## src/rtl/for_ent_inverse.sv

```systemverilog
// for_ent_inverse: bit-serial inverse of XOUT = (K*A - B) mod 2^WIDTH, K = COUNT+1.
// Recovers A one bit per clock from (XIN + B), then re-applies the forward
// kernel to the result to produce a self-check flag.
module for_ent_inverse #(
   parameter int unsigned WIDTH = 8,
   parameter int unsigned COUNT = 4
) (
   input  logic             CLK,
   input  logic             RST_N,
   input  logic             IN_VALID,
   output logic             IN_READY,
   input  logic [WIDTH-1:0] XIN,
   input  logic [WIDTH-1:0] B,
   output logic             OUT_VALID,
   input  logic             OUT_READY,
   output logic [WIDTH-1:0] AOUT,
   output logic             CHECK_OK
);

   localparam int unsigned K  = COUNT + 1;
   localparam int unsigned KW = $clog2(K + 1);
   localparam int unsigned PW = WIDTH + KW;
   localparam int unsigned IW = (WIDTH > 1) ? $clog2(WIDTH) : 1;

   // An even K has no inverse mod 2^WIDTH, so an odd COUNT cannot be solved.
   if ((COUNT % 2) != 0) begin : g_bad_count
      $error("for_ent_inverse: COUNT must be even so that K = COUNT+1 is odd");
   end

   typedef enum logic [1:0] {
      S_IDLE  = 2'd0,
      S_SOLVE = 2'd1,
      S_CHECK = 2'd2,
      S_DONE  = 2'd3
   } state_t;

   state_t           r_state;
   logic [WIDTH-1:0] r_xl;
   logic [WIDTH-1:0] r_bl;
   logic [WIDTH-1:0] r_res;
   logic [WIDTH-1:0] r_acc;
   logic [IW-1:0]    r_idx;
   logic             r_in_ready;
   logic             r_out_valid;
   logic [WIDTH-1:0] r_aout;
   logic             r_check_ok;

   state_t           w_state_nx;
   logic [WIDTH-1:0] w_xl_nx;
   logic [WIDTH-1:0] w_bl_nx;
   logic [WIDTH-1:0] w_res_nx;
   logic [WIDTH-1:0] w_acc_nx;
   logic [IW-1:0]    w_idx_nx;
   logic             w_in_ready_nx;
   logic             w_out_valid_nx;
   logic [WIDTH-1:0] w_aout_nx;
   logic             w_check_ok_nx;

   logic [PW-1:0]    w_kacc_full;
   logic [WIDTH-1:0] w_kacc;
   logic [WIDTH-1:0] w_diff;
   logic [WIDTH-1:0] w_bit;
   logic             w_check;
   logic             w_unused_hi;

   // K*acc at full width, then truncated; d = r - K*acc drives the next bit.
   assign w_kacc_full = PW'(K) * PW'(r_acc);
   assign w_kacc      = w_kacc_full[WIDTH-1:0];
   assign w_unused_hi = ^w_kacc_full[PW-1:WIDTH];
   assign w_diff      = r_res - w_kacc;
   assign w_bit       = WIDTH'(1) << r_idx;
   assign w_check     = ((w_kacc - r_bl) == r_xl);

   // Next-state and next-register values for every state.
   always_comb begin
      w_state_nx     = r_state;
      w_xl_nx        = r_xl;
      w_bl_nx        = r_bl;
      w_res_nx       = r_res;
      w_acc_nx       = r_acc;
      w_idx_nx       = r_idx;
      w_in_ready_nx  = r_in_ready;
      w_out_valid_nx = r_out_valid;
      w_aout_nx      = r_aout;
      w_check_ok_nx  = r_check_ok;

      case (r_state)
         S_IDLE: begin
            if (IN_VALID && r_in_ready) begin
               w_xl_nx       = XIN;
               w_bl_nx       = B;
               w_res_nx      = XIN + B;
               w_acc_nx      = '0;
               w_idx_nx      = '0;
               w_in_ready_nx = 1'b0;
               w_state_nx    = S_SOLVE;
            end
         end
         S_SOLVE: begin
            // Setting acc[i] adds K*2^i, which flips bit i of K*acc and leaves lower bits intact.
            if (w_diff[r_idx]) begin
               w_acc_nx = r_acc | w_bit;
            end
            w_idx_nx = r_idx + IW'(1);
            if (r_idx == IW'(WIDTH - 1)) begin
               w_state_nx = S_CHECK;
            end
         end
         S_CHECK: begin
            w_aout_nx      = r_acc;
            w_check_ok_nx  = w_check;
            w_out_valid_nx = 1'b1;
            w_state_nx     = S_DONE;
         end
         S_DONE: begin
            // Output handshake only; a new job is accepted in IDLE on the following cycle.
            if (OUT_READY) begin
               w_out_valid_nx = 1'b0;
               w_in_ready_nx  = 1'b1;
               w_state_nx     = S_IDLE;
            end
         end
         default: begin
            w_out_valid_nx = 1'b0;
            w_in_ready_nx  = 1'b1;
            w_state_nx     = S_IDLE;
         end
      endcase
   end

   // State and datapath registers with synchronous active-low reset.
   always_ff @(posedge CLK) begin
      if (!RST_N) begin
         r_state     <= S_IDLE;
         r_xl        <= '0;
         r_bl        <= '0;
         r_res       <= '0;
         r_acc       <= '0;
         r_idx       <= '0;
         r_in_ready  <= 1'b1;
         r_out_valid <= 1'b0;
         r_aout      <= '0;
         r_check_ok  <= 1'b0;
      end else begin
         r_state     <= w_state_nx;
         r_xl        <= w_xl_nx;
         r_bl        <= w_bl_nx;
         r_res       <= w_res_nx;
         r_acc       <= w_acc_nx;
         r_idx       <= w_idx_nx;
         r_in_ready  <= w_in_ready_nx;
         r_out_valid <= w_out_valid_nx;
         r_aout      <= w_aout_nx;
         r_check_ok  <= w_check_ok_nx;
      end
   end

   assign IN_READY  = r_in_ready;
   assign OUT_VALID = r_out_valid;
   assign AOUT      = r_aout;
   assign CHECK_OK  = r_check_ok;

endmodule

```

## config.mk

```make
export PLATFORM = sky130hd
export DESIGN_NAME = for_ent_inverse
export DESIGN_NICKNAME = d
export VERILOG_FILES = /design/src/rtl/for_ent_inverse.sv
export SDC_FILE = /design/constraint.sdc
export NUM_CORES = 1
export LEC_CHECK = 0
export CAP_MARGIN = 30
export CORE_UTILIZATION = 31
export DETAILED_ROUTE_END_ITERATION = 8
export PLACE_DENSITY = 0.57
export SLEW_MARGIN = 20
export SYNTH_ARGS = -nofsm -noshare
export SYNTH_HDL_FRONTEND = slang
export SYNTH_SLANG_ARGS = --single-unit
export TNS_END_PERCENT = 100
```

## constraint.sdc

```tcl
create_clock -name CLK -period 3.78 [get_ports CLK]
set_clock_uncertainty 0.2 [all_clocks]
set_input_delay 0.567 -clock CLK [delete_from_list [all_inputs] [get_ports CLK]]
set_output_delay 0.567 -clock CLK [all_outputs]
set_load 0.02 [all_outputs]
```

==> After elaboration in Yosys (flattened, before gate mapping) <==
Cells that the tools add are included.
{ "totals": {"ff_bits": 48, "inputBits": 20, "out_inout_bits": 11, "elab_cells": 54} }
{ "classes": {"add_sub_neg": 4, "mul": 1, "order_cmp": 1, "n_eq_ne": 9, "shift": 1, "n_mux": 16, "n_bitwise": 1, "reduce_logical": 11} }
{ "op_table": {"columns": ["op", "n"], "rows": [
  ["two-way mux 8 bit", 2],
  ["one-hot mux 8 bit (2 select lines)", 1],
  ["subtractor 8 bit", 2],
  ["AND reduction 3 bit", 3],
  ["adder 8 bit", 1],
  ["equality test 8 bit", 1],
  ["multiplier 3 x 8 -> 8 bit, first input constant", 1],
  ["inequality test 2 bit, second input constant", 4],
  ["bitwise OR 8 bit", 1],
  ["one-hot mux 2 bit (4 select lines)", 1],
  ["left shift 1 x 3 -> 8 bit, first input constant", 1],
  ["two-way mux 2 bit", 3],
  ["one-hot mux 3 bit (2 select lines)", 1],
  ["AND reduction 2 bit", 3],
  ["nonzero test 2 bit", 3],
  ["equality test 2 bit, second input constant", 2],
  ["less-than comparator 3 x 4 -> 1 bit, second input constant", 1],
  ["two-way mux 1 bit", 4],
  ["one-hot mux 1 bit (2 select lines)", 2],
  ["adder 3 x 1 -> 3 bit, second input constant", 1],
  ["binary-select mux 1 bit (select 3 bit)", 1],
  ["equality test 3 bit, second input constant", 1],
  ["two-way mux 3 bit", 1],
  ["equality test 2 x 1 -> 1 bit, second input constant", 1],
  ["other kinds (2)", 2]
]} }

==> Logic depth before layout (Yosys ltp) <==
{ "depth": {"depth_word": 6, "mapped_depth": 13, "mapped_depth_nobuf": 13} }

==> Worst setup path after synthesis <==
No wires, ideal clock.
{ "synth_path": {"kind": "register to register", "start": "reg r_acc[1]", "end": "reg r_acc[5]", "setup_ns": 0.059, "t_arrival_ns": 2.892, "t_required_ns": 3.521, "setup_slack_ns": 0.629, "path_stages_with_launch": 13, "n_path_buf": 0, "period_less_slack_ns": 3.151, "cell_sequence": "dfxtp_1 -> ha_1 -> ha_1 -> fa_1 -> xor2_1 -> inv_1 -> ha_1 -> or4bb_1 -> o311ai_0 -> nor3_1 -> a21oi_1 -> a22o_2 -> a22o_1"} }
{ "synth_between": {"elab_chain_len": 6} }
{ "synth_lines": {"columns": ["element", "line_no", "rtl"], "rows": [
  ["start, declared", "41", "logic [WIDTH-1:0] r_acc;"],
  ["start signal, assigned", "149", "r_acc <= w_acc_nx;"],
  ["multiplier 3 x 8 -> 8 bit", "67", "assign w_kacc_full = PW'(K) * PW'(r_acc);"],
  ["subtractor 8 bit", "70", "assign w_diff = r_res - w_kacc;"],
  ["binary-select mux 1 bit (select 3 bit)", "101", "if (w_diff[r_idx]) begin"],
  ["two-way mux 1 bit (implied by the code)", "101", null],
  ["inequality test 2 bit (no source line)", null, null],
  ["AND reduction 3 bit (no source line)", null, null]
]} }
No other way between the ends. The select of a mux whose other input is x is not followed.
A chain may end at the register's enable or synchronous reset.

==> Worst setup path after layout <==
{ "layout_path": {"start": "reg r_acc[1]", "end": "reg r_acc[6]"} }
Same word-level chain as after synthesis.

==> metrics.md <==
| Metric | Value |
|---|---|
| Status | `finished clean` |
| Layout Nets | `487` |
| Worst rel slew slack | `0.505` |
| TNS Setup | `0 ps` |
| Worst setup SP type | `flop` |
| Layout cells sized above 1 | `0.0473` |
| Final setup violation count | `0` |
| Final Hold Fails | `0` |
| Final Cell Area | `3910 um2` |
| Die area | `approximately 11000 um2` |
| Die Ht | `~110 um` |
| Starting Density | `0.321` |
| RSZ-0062 raised after global routing | `false` |
| Syn Nets | `454` |
| CP max FO | `5` |
| Number of global-route vias before repair | `2674` |
| Ant diodes | `0` |
| Area Growth Syn to Fin | `17.2%` |
| Synth Register Bits | `between 40 and 50` |
| Inst Count DP | `551` |
| Reg power frac | `0.342` |
| CP required | `3780 ps` |
| Sequential fraction of the synthesis area | `0.289` |
| Distinct cells, synth | `52` |
| Largest net degree at the start of global routing | `28` |
| Multi-input logic area | `2210 um2` |
| CTS H-tree depth | `2` |
| Synth Cell Area | `around 3300 um2` |
| TritonRoute pass-1 iters | `4` |
| Dpl cell area | `roughly 3800 um2` |
| Worst-Skew Late Latency | `around 300 ps` |
| Max IR drop VDD | `200 uV` |
| Worst-case clock buffer depth | `2` |
| Worst-path clk slew | `90 ps` |
| Vias | `2706` |
| Worst-margin pin slew | `between 700 and 800 ps` |
| Static leakage | `0.00158 uW` |
| Root Buffer | `clkbuf_8` |
| Vias per cell | `between 4 and 5` |
| NetSw | `748 uW` |
| Top-level I/O count | `31` |
| Tmin final | `3470 ps` |
| Cells after Synth | `389` |
| First-pass GRT wire length | `12900 um` |
| Cts hold-fix bufs | `0` |
| Pwr dens | `around 480 nW/um2` |
| Post-DRT Antenna Nets | `0` |
| Drt drc | `0` |
| Row Count | `37` |
| Finished Layout Cells | `559` |
| Layout Utilization | `0.377` |
| Avg WL per Cell | `13.6 um` |
| Crit Path Category | `flop to flop` |
| Violation count after the first detailed-route iteration | `between 70 and 80` |
| Synth Flop Type | `dfxtp_1` |
| Int Power | `1140 uW` |
| HPWL after detailed placement | `6020 um` |
| Die Wd | `106 um` |
| Placer Congestion | `0.874` |
| Max-cap violations | `0` |
| Async SR Flop Fraction | `0` |
| F_max | `0.288 GHz` |
| WL final | `7600 um` |
| Worst Setup End Kind | `flop` |
| I/O Buffers | `30` |
| Core area | `between 10000 and 15000 um2` |
| Net Sw Frac | `0.396` |
| Antenna violations before repair | `0` |
| Logic gate share of total power | `0.488` |
| Post-CTS setup buffers | `0` |
| Hold Path Class | `flop to flop` |
| Storage cell area | `about 960 um2` |
| Post-cts sizing count | `0` |
| Final Max Tran Viols | `0` |
| Final period util | `0.919` |
| Post-synth EDFFs | `0` |
| Yosys warns | `0` |
| Fill cells | `1081` |
| Clock power frac | `0.170` |
| GRT overflow | `0` |
| GRT Overall Usage | `0.144` |
| Critical path arrival | `3470 ps` |
| CTS tree | `yes` |
| Num CTS Buffers | `5` |
| Avg Cell Area, Syn | `8.56 um2` |
| Sink Count | `between 40 and 50` |
## per-stage QoR
| step | setup slack (ps) | power [uW] | hold slack [ps] |
|---|---|---|---|
| 6_report | 306 | 1890 | 267 |
| 3_3_place_gp | 473 | 1560 | 256 |
| 4_1_cts | 312 | 1900 | 272 |
| 2_1_floorplan | 629 | 1340 | 243 |
| 5_1_grt | 132 | 2050 | 294 |
| 3_5_place_dp | 337 | 1570 | 259 |
## layout make-up
type                       count  area share
sequential                    48       0.246
multi-input combinational    299       0.566
inverter                      31      0.0298
timing repair buffer          37      0.0904
clock inverter                 2     0.00256
clock buffer                   6      0.0211
tap                          136      0.0436
## power by group through the flow
| stage | Combinational, uW | Clock (uW) | Sequential (uW) |
|---|---|---|---|
| CTS | 923 | 333 | 647 |
| detailed placement | 915 | 0 | 659 |
| global route | 1040 | 357 | 658 |
| finish | 919 | 321 | 646 |
| global placement | 904 | 0 | 657 |
| floorplan | 688 | 0 | 650 |
## sequential cells by signal, indices dropped and copies added, names as in the netlist
signal	count
r_acc	8
AOUT	8
IN_READY	1
CHECK_OK	1
r_bl	8
r_idx	3
r_xl	8
r_state	2
OUT_VALID	1
r_res	8
## logic make-up (layout without fill, tap and decap cells)
| group | after synthesis | in the layout | share of synthesized area |
|---|---|---|---|
| fa+ha+maj | 45 | 45 | 0.178 |
| compound gates | 99 | 99 | 0.214 |
| mux | 11 | 11 | 0.0331 |
| simple gates | 119 | 119 | 0.165 |
| buf+inv | 42 | 76 | 0.0473 |
| flops | 48 | 48 | 0.289 |
| xor+xnor | 25 | 25 | 0.0740 |
## Yosys cell counts (all sizes together), types with 3 or more instances
master / number / area share
nand2: 58 / 0.065
dfxtp: 48 / 0.29
ha: 41 / 0.15
inv: 29 / 0.033
a21boi: 20 / 0.045
nor2: 18 / 0.020
nor2b: 18 / 0.034
a21oi: 16 / 0.025
o21ai: 15 / 0.023
xnor2: 14 / 0.037
clkbuf: 11 / 0.012
mux2i: 11 / 0.033
xor2: 9 / 0.024
a22o: 7 / 0.019
o21a: 7 / 0.016
nand3: 6 / 0.0090
a211oi: 5 / 0.013
nor3: 5 / 0.0075
a21o: 4 / 0.0090
fa: 4 / 0.024
a22oi: 3 / 0.0068
nand2b: 3 / 0.0056
## final timing paths
kind / startpoint / to / slack (ps) / depth (start not counted)
max: r_acc[1] / r_acc[6] / 310 / 11
max reg2reg: r_acc[1] / r_acc[6] / 310 / 11
min reg2reg: r_res[0] / r_res[0] / 270 / 2
min: r_res[0] / r_res[0] / 270 / 2
## per-layer routing
metal  global-route usage  up-vias  share of wire
li1                     -     1412              -
met1                0.196     1251           0.51
met2                0.237       41           0.45
met3               0.0272        2          0.035
met4               0.0278        0         0.0038
met5                    0        -              0
## placed cells by master, fill, tap and decap left out, types with 5 or more instances in the layout
cell type         n
clkbuf_8          6
dfxtp_1          48
nor2b_1          18
clkdlybuf4s50_1  30
xor2_1            9
nor3_1            5
a22o_1            6
xnor2_1          14
inv_1            29
nand3_1           6
mux2i_1          11
a21oi_1          15
ha_1             41
o21ai_0          15
nand2_1          58
o21a_1            7
a21boi_0         20
nor2_1           18
buf_4             7
## critical path, stage by stage, from the launching register on
cell and delay (ps):
dfxtp_1 440, ha_1 270, ha_1 220, fa_1 530, inv_1 60, ha_1 360, o21ai_0 180, o2111a_1 270
nor3_1 250, a21oi_1 120, a22o_2 290, a22o_1 180
Power figures use the tool's default switching activity.
